`src/rtl/con4_win_scan.sv`:
```
// Connect 4 win/draw scanner: walks the 6x7 board one cell per cycle looking for four in a row.
// Optional full-top-row draw check is built when CON4_DRAW_CHECK_EN is defined.
module con4_win_scan (
    input  logic       clk_i,
    input  logic       rst_ni,
    input  logic       start_i,
    input  logic [1:0] player_i,
    output logic [2:0] rd_row_o,
    output logic [2:0] rd_col_o,
    input  logic [1:0] rd_data_i,
    output logic       busy_o,
    output logic       done_o,
    output logic       win_o,
    output logic       draw_o,
    output logic [2:0] win_row_o,
    output logic [2:0] win_col_o,
    output logic [1:0] win_dir_o
);

`ifdef CON4_DRAW_CHECK_EN
    typedef enum logic [1:0] {S_IDLE, S_SCAN, S_DONE, S_DRAWCHK} state_t;
`else
    typedef enum logic [1:0] {S_IDLE, S_SCAN, S_DONE} state_t;
`endif

    state_t     state_q, state_d;
    logic [2:0] r_q, r_d, c_q, c_d;
    logic [1:0] d_q, d_d, k_q, k_d;
    logic [1:0] player_q, player_d;
    logic [2:0] rd_row_q, rd_row_d, rd_col_q, rd_col_d;
    logic       win_q, win_d;
    logic [2:0] win_row_q, win_row_d, win_col_q, win_col_d;
    logic [1:0] win_dir_q, win_dir_d;
`ifdef CON4_DRAW_CHECK_EN
    logic       draw_q, draw_d;
`endif

    logic       slot_ok;
    logic       last_slot;
    logic [2:0] nr, nc;
    logic [1:0] nd;
    logic [2:0] step_col;

    // Direction d=3 walks toward column 0, so its anchor must sit at column 3 or above.
    always_comb begin
        case (d_q)
            2'd0:    slot_ok = (c_q <= 3'd3);
            2'd1:    slot_ok = (r_q <= 3'd2);
            2'd2:    slot_ok = (r_q <= 3'd2) && (c_q <= 3'd3);
            default: slot_ok = (r_q <= 3'd2) && (c_q >= 3'd3);
        endcase
    end

    always_comb begin
        nr = r_q;
        nc = c_q;
        nd = d_q + 2'd1;
        if (d_q == 2'd3) begin
            nd = 2'd0;
            if (c_q == 3'd6) begin
                nc = 3'd0;
                nr = r_q + 3'd1;
            end else begin
                nc = c_q + 3'd1;
            end
        end
    end

    always_comb begin
        case (d_q)
            2'd0, 2'd2: step_col = rd_col_q + 3'd1;
            2'd1:       step_col = rd_col_q;
            default:    step_col = rd_col_q - 3'd1;
        endcase
    end

    assign last_slot = (r_q == 3'd5) && (c_q == 3'd6) && (d_q == 2'd3);

    always_comb begin
        state_d   = state_q;
        r_d       = r_q;
        c_d       = c_q;
        d_d       = d_q;
        k_d       = k_q;
        player_d  = player_q;
        rd_row_d  = rd_row_q;
        rd_col_d  = rd_col_q;
        win_d     = win_q;
        win_row_d = win_row_q;
        win_col_d = win_col_q;
        win_dir_d = win_dir_q;
`ifdef CON4_DRAW_CHECK_EN
        draw_d    = draw_q;
`endif
        case (state_q)
            S_IDLE: begin
                if (start_i) begin
                    player_d  = player_i;
                    win_d     = 1'b0;
                    win_row_d = 3'd0;
                    win_col_d = 3'd0;
                    win_dir_d = 2'd0;
`ifdef CON4_DRAW_CHECK_EN
                    draw_d    = 1'b0;
`endif
                    if (player_i == 2'b01 || player_i == 2'b10) begin
                        state_d  = S_SCAN;
                        r_d      = 3'd0;
                        c_d      = 3'd0;
                        d_d      = 2'd0;
                        k_d      = 2'd0;
                        rd_row_d = 3'd0;
                        rd_col_d = 3'd0;
                    end else begin
                        state_d = S_DONE;
                    end
                end
            end
            S_SCAN: begin
                if (slot_ok && rd_data_i == player_q) begin
                    if (k_q == 2'd3) begin
                        win_d     = 1'b1;
                        win_row_d = r_q;
                        win_col_d = c_q;
                        win_dir_d = d_q;
                        state_d   = S_DONE;
                    end else begin
                        k_d      = k_q + 2'd1;
                        rd_row_d = rd_row_q + {2'b00, (d_q != 2'd0)};
                        rd_col_d = step_col;
                    end
                end else if (last_slot) begin
`ifdef CON4_DRAW_CHECK_EN
                    state_d  = S_DRAWCHK;
                    rd_row_d = 3'd5;
                    rd_col_d = 3'd0;
`else
                    state_d  = S_DONE;
`endif
                end else begin
                    r_d      = nr;
                    c_d      = nc;
                    d_d      = nd;
                    k_d      = 2'd0;
                    rd_row_d = nr;
                    rd_col_d = nc;
                end
            end
`ifdef CON4_DRAW_CHECK_EN
            S_DRAWCHK: begin
                if (rd_data_i == 2'b00) begin
                    state_d = S_DONE;
                end else if (rd_col_q == 3'd6) begin
                    draw_d  = 1'b1;
                    state_d = S_DONE;
                end else begin
                    rd_col_d = rd_col_q + 3'd1;
                end
            end
`endif
            S_DONE:  state_d = S_IDLE;
            default: state_d = S_IDLE;
        endcase
    end

    always_ff @(posedge clk_i or negedge rst_ni) begin
        if (!rst_ni) begin
            state_q   <= S_IDLE;
            r_q       <= 3'd0;
            c_q       <= 3'd0;
            d_q       <= 2'd0;
            k_q       <= 2'd0;
            player_q  <= 2'd0;
            rd_row_q  <= 3'd0;
            rd_col_q  <= 3'd0;
            win_q     <= 1'b0;
            win_row_q <= 3'd0;
            win_col_q <= 3'd0;
            win_dir_q <= 2'd0;
`ifdef CON4_DRAW_CHECK_EN
            draw_q    <= 1'b0;
`endif
        end else begin
            state_q   <= state_d;
            r_q       <= r_d;
            c_q       <= c_d;
            d_q       <= d_d;
            k_q       <= k_d;
            player_q  <= player_d;
            rd_row_q  <= rd_row_d;
            rd_col_q  <= rd_col_d;
            win_q     <= win_d;
            win_row_q <= win_row_d;
            win_col_q <= win_col_d;
            win_dir_q <= win_dir_d;
`ifdef CON4_DRAW_CHECK_EN
            draw_q    <= draw_d;
`endif
        end
    end

`ifdef CON4_DRAW_CHECK_EN
    assign busy_o = (state_q == S_SCAN) || (state_q == S_DRAWCHK);
    assign draw_o = draw_q;
`else
    assign busy_o = (state_q == S_SCAN);
    assign draw_o = 1'b0;
`endif
    assign done_o    = (state_q == S_DONE);
    assign rd_row_o  = rd_row_q;
    assign rd_col_o  = rd_col_q;
    assign win_o     = win_q;
    assign win_row_o = win_row_q;
    assign win_col_o = win_col_q;
    assign win_dir_o = win_dir_q;

endmodule

```
`config.mk`:
```
export PLATFORM = sky130hd
export DESIGN_NAME = con4_win_scan
export DESIGN_NICKNAME = d
export VERILOG_FILES = /design/src/rtl/con4_win_scan.sv
export SDC_FILE = /design/constraint.sdc
export NUM_CORES = 1
export LEC_CHECK = 0
export ABC_AREA = 0
export CAP_MARGIN = 20
export CORE_ASPECT_RATIO = 1.1
export CORE_MARGIN = 2
export CORE_UTILIZATION = 58
export CTS_CLUSTER_DIAMETER = 150
export DETAILED_ROUTE_END_ITERATION = 8
export PLACE_DENSITY = 0.84
export SKIP_LAST_GASP = 1
export SYNTH_ARGS = -nofsm -noshare
export SYNTH_HDL_FRONTEND = slang
export SYNTH_SLANG_ARGS = --single-unit
```
`constraint.sdc`:
```
create_clock -name clk_i -period 5.8 [get_ports clk_i]
set_input_delay 1.16 -clock clk_i [delete_from_list [all_inputs] [get_ports clk_i]]
set_output_delay 1.16 -clock clk_i [all_outputs]
set_load 0.05 [all_outputs]
```
==> impl.org <==
** Floorplan
- Die ar. :: 3515 um^2
- The core region is 2969 um^2.
- The die is 56.72 um wide.
- For this configuration, the core starts out at a cell density of 59.71%.
- Row Count :: 21
- The die is 61.99 um tall.
- Ports placed on the boundary :: 25

** Placement
- Timing analysis after detailed placement gives a worst setup slack of 2.063 ns.
- During placement, the flow inserted port buffers numbering 23.
- Post-detail-place hpwl :: 2804 um
- The congestion estimate from routability-driven global placement came to 0.8767.

** Worst setup path
- Worst setup path category :: input pin to register
- The worst setup path is captured at a register.
- Worst-path maximum fanout :: 22
- Walking the worst path, the cells encountered are clkdlybuf4s50_1 -> xnor2_1 -> o2111ai_1 -> o31ai_4 -> mux2i_1 -> o21ai_2 -> mux2_2.
- R2R Path End :: k_q[0]
- Critical path startpoint category :: input pin
- Worst reg-to-reg path cell count :: 8
- Startpoint of the worst-slack reg-to-reg timing path :: d_q[0]
- Data on the critical path is required at its endpoint by 6.02 ns.
- Highest-delay cell along the critical path :: o31ai_4
- Arrival time at the worst endpoint :: 3.64 ns
- Peak per-stage delay on the critical path :: 0.76 ns
- Across all register-to-register paths, the minimum setup slack is 2.83 ns.

** Routing
- The detail route stage leaves a number of antenna-violating nets equal to 0.
- Via count of the routed design :: 1,399
- Iteration-0 DRC Markers :: 84
- For this block, the routed nets add up to 3767 um of wire.
- Wire length per cell after detailed routing :: 16.89 um
- The pre-antenna-repair detailed-routing pass consisted of 4 iterations.
- Dividing the detail-routed via count by the number of cells gives 6.274.
- For this run, design rule violations remaining after detail routing come to 0.

** Yosys
- Synth area leaders :: dfrtp_1, ha_1, a22o_1, a21oi_1, inv_1
- Synth warn :: 0
- Fraction of synthesis flops using an asynchronous set or reset pin :: 100.0%
- Counting flops and latches in the post-synthesis netlist gives 29.
- Top cell type by total area after synthesis :: dfrtp_1
- Sequential share of the synthesized area :: 40.93%
- The number of nets in the synthesized netlist is 186.
- Portion of synthesized cell area occupied by the leading cell type :: 40.93%
- The synthesized netlist occupies a cell area of 1773 um^2.
- A synthesized cell averages 10.62 um^2.
- The cell count after synthesis came out at 167.
- Synthesis instantiated 52 different standard cells from the library.
- Yosys mapped a number of flops with a built-in enable equal to 0.
- Most used flip-flop cell after synthesis :: dfrtp_1

** Power and ir drop
- Net switching is 48.54% of the power.
- Sequential fraction of design power :: 30.3%
- Switch Pwr :: 0.4998 mW
- Power spread over the standard cell area amounts to 503.0 nW/um^2.
- Per report_power, the clock group accounts for 11.6% of the total.
- In this run the static leakage power is 0.9189 nW.
- Relative contribution of combinational cells to total power :: 58.1%
- IR Drop Worst-Case VDD :: 343.3 uV
- The internal power of the cells totals 0.5298 mW.

** STA
- Final-report hold violation count :: 0
- Period minus WS final :: 3.418 ns
- Setup WS post-layout :: 2.382 ns
- Skew final :: 0.01191 ns
- Setup violations remaining at the end of the flow were counted as 0.
- The worst path uses 58.93% of the clock period.
- The number of max-slew violations in the final report came to 0.
- Setup repair after global routing left no endpoint under its margin.
- Timing would allow up to 292.6 MHz.
- Measured against its own limit, the worst slew margin works out to 40.72%.
- Setup_tns :: 0 ns
- For the pin with the worst max-slew slack, the measured transition is 0.8892 ns.

** Layout
- Final layout net count :: 207
- Commonest non-fill, non-tap cell in the layout :: dfrtp_1
- Top library cells by usage in the layout, fill and taps aside :: dfrtp_1, clkdlybuf4s50_1, a22o_1
- Synth-to-Final Area Change :: 15.46%
- Antenna Cells :: 0
- Cells with a size suffix above 1 make up 13.23% of the layout.

** Worst hold path
- Counting instances, the worst hold path has a depth of 1.
- The worst hold path belongs to the class register to register.
- Hold Crit Endpoint :: state_q[1]
- The worst hold path begins at state_q[1].

** CTS
- The clock passes through at most 2 buffers.
- Clock edge transition at the registers on the reported setup and hold paths :: 0.09 ns
- In this run the number of H-tree levels came out at 2.
- Number of instances resized during post-cts repair :: 0
- Clock tree synthesis inserted a total of 5 buffers.
- Hold repair after CTS inserted 0 buffers.
- TritonCTS built the clock tree.
- For the worst-skew pair, the clock arrives at the later sink with an insertion delay of 0.34 ns.
- Buffer type at the clock tree root :: clkbuf_4
- Once the clock tree was built, the setup fixing pass inserted 0 buffers.
- Clock Sink Count :: 29

** GRT
- Wire length of the first global-routing pass :: 6320 um
- Vias in the first global route :: 1,367
- Largest net degree at the start of global routing :: 30
- Global routing consumed, over all layers together, 23.99% of the routing resources.
- The total overflow left after global routing is 0.
- Number of antenna violations at the first check in global routing :: 0

** Run status
- Outcome :: finished clean

** Job
- Number of max-cap violations :: 0
[worst max path at each step]
stage	start	end	cells past startpoint
global route	rd_data_i[0]	k_q[0]	7
finish	rd_data_i[1]	k_q[0]	7
global placement	rd_data_i[1]	k_q[0]	7
detailed placement	rd_data_i[1]	k_q[0]	7
floorplan	rd_data_i[1]	k_q[0]	6
CTS	rd_data_i[1]	k_q[0]	7
[registers in the layout, indices dropped and copies added, names as in the netlist]
register / flops
win_o: 1
player_q: 2
state_q: 2
rd_row_o: 3
rd_col_o: 3
d_q: 2
c_q: 3
win_col_o: 3
k_q: 2
r_q: 3
win_row_o: 3
win_dir_o: 2
[synth_stat cells, types with 2 or more instances]
cell type / n
dfrtp_1: 29
a31oi_1: 4
buf_6: 2
nand2_1: 9
o21ai_0: 2
xnor2_1: 5
a22o_1: 14
buf_2: 4
ha_1: 11
and2_1: 2
nor2_1: 12
mux2_2: 3
a21oi_1: 9
clkbuf_1: 3
nor3_1: 2
mux2i_1: 4
inv_1: 12
o2bb2ai_1: 5
and3_1: 2
[cells by family (layout without fill, tap and decap cells)]
group	count (synthesis)	count (layout)	share of synthesized area (%)
mux	7	7	4.164
compound gates	49	49	23.50
simple gates	39	39	12.91
buf+inv	24	46	6.421
fa+ha+maj	12	12	8.892
flops	29	29	40.93
other cells	1	1	0.2115
xor+xnor	6	6	2.964
[stage by stage]
stage	instances	utilization (%)	hold WS (ns)	area, um^2	power (mW)
after floorplan	167	-	0.4217	1773	0.7882
after global placement	215	67.09	0.4393	1992	0.8839
after detailed placement	215	67.09	0.4529	1992	0.9095
after CTS	223	68.94	0.4670	2047	1.029
after global routing	223	68.94	0.5125	2047	1.101
final	223	68.94	0.4674	2047	1.030
[layout make-up]
| type | count | area (um^2) |
|---|---|---|
| clock buffer | 5 | 37.54 |
| clock inverter | 3 | 17.52 |
| fill | 234 | 922.1 |
| inverter | 14 | 52.55 |
| multi-input combinational | 114 | 933.4 |
| sequential | 29 | 725.7 |
| tap | 34 | 42.54 |
| timing repair buffer | 24 | 237.7 |
[power groups by stage]
stage	clock network (mW)	logic [mW]	registers, mW
6_report	0.119	0.598	0.312
5_1_grt	0.130	0.653	0.318
4_1_cts	0.121	0.597	0.310
3_5_place_dp	0	0.595	0.315
3_3_place_gp	0	0.575	0.309
2_1_floorplan	0	0.451	0.338
[critical path, delay by kind of cell]
family | cells | cell delay (ns)
mux | 2 | 0.69
xor+xnor | 1 | 0.23
compound gates | 3 | 1.13
buf+inv | 1 | 0.43
[per-layer routing]
layer	wire, um	GRT usage (%)
met3	265	5.590
met2	1876	40.37
met5	0	0
met1	1531	28.72
met4	93	14.29
No activity file was read; power rests on OpenSTA's default activity.
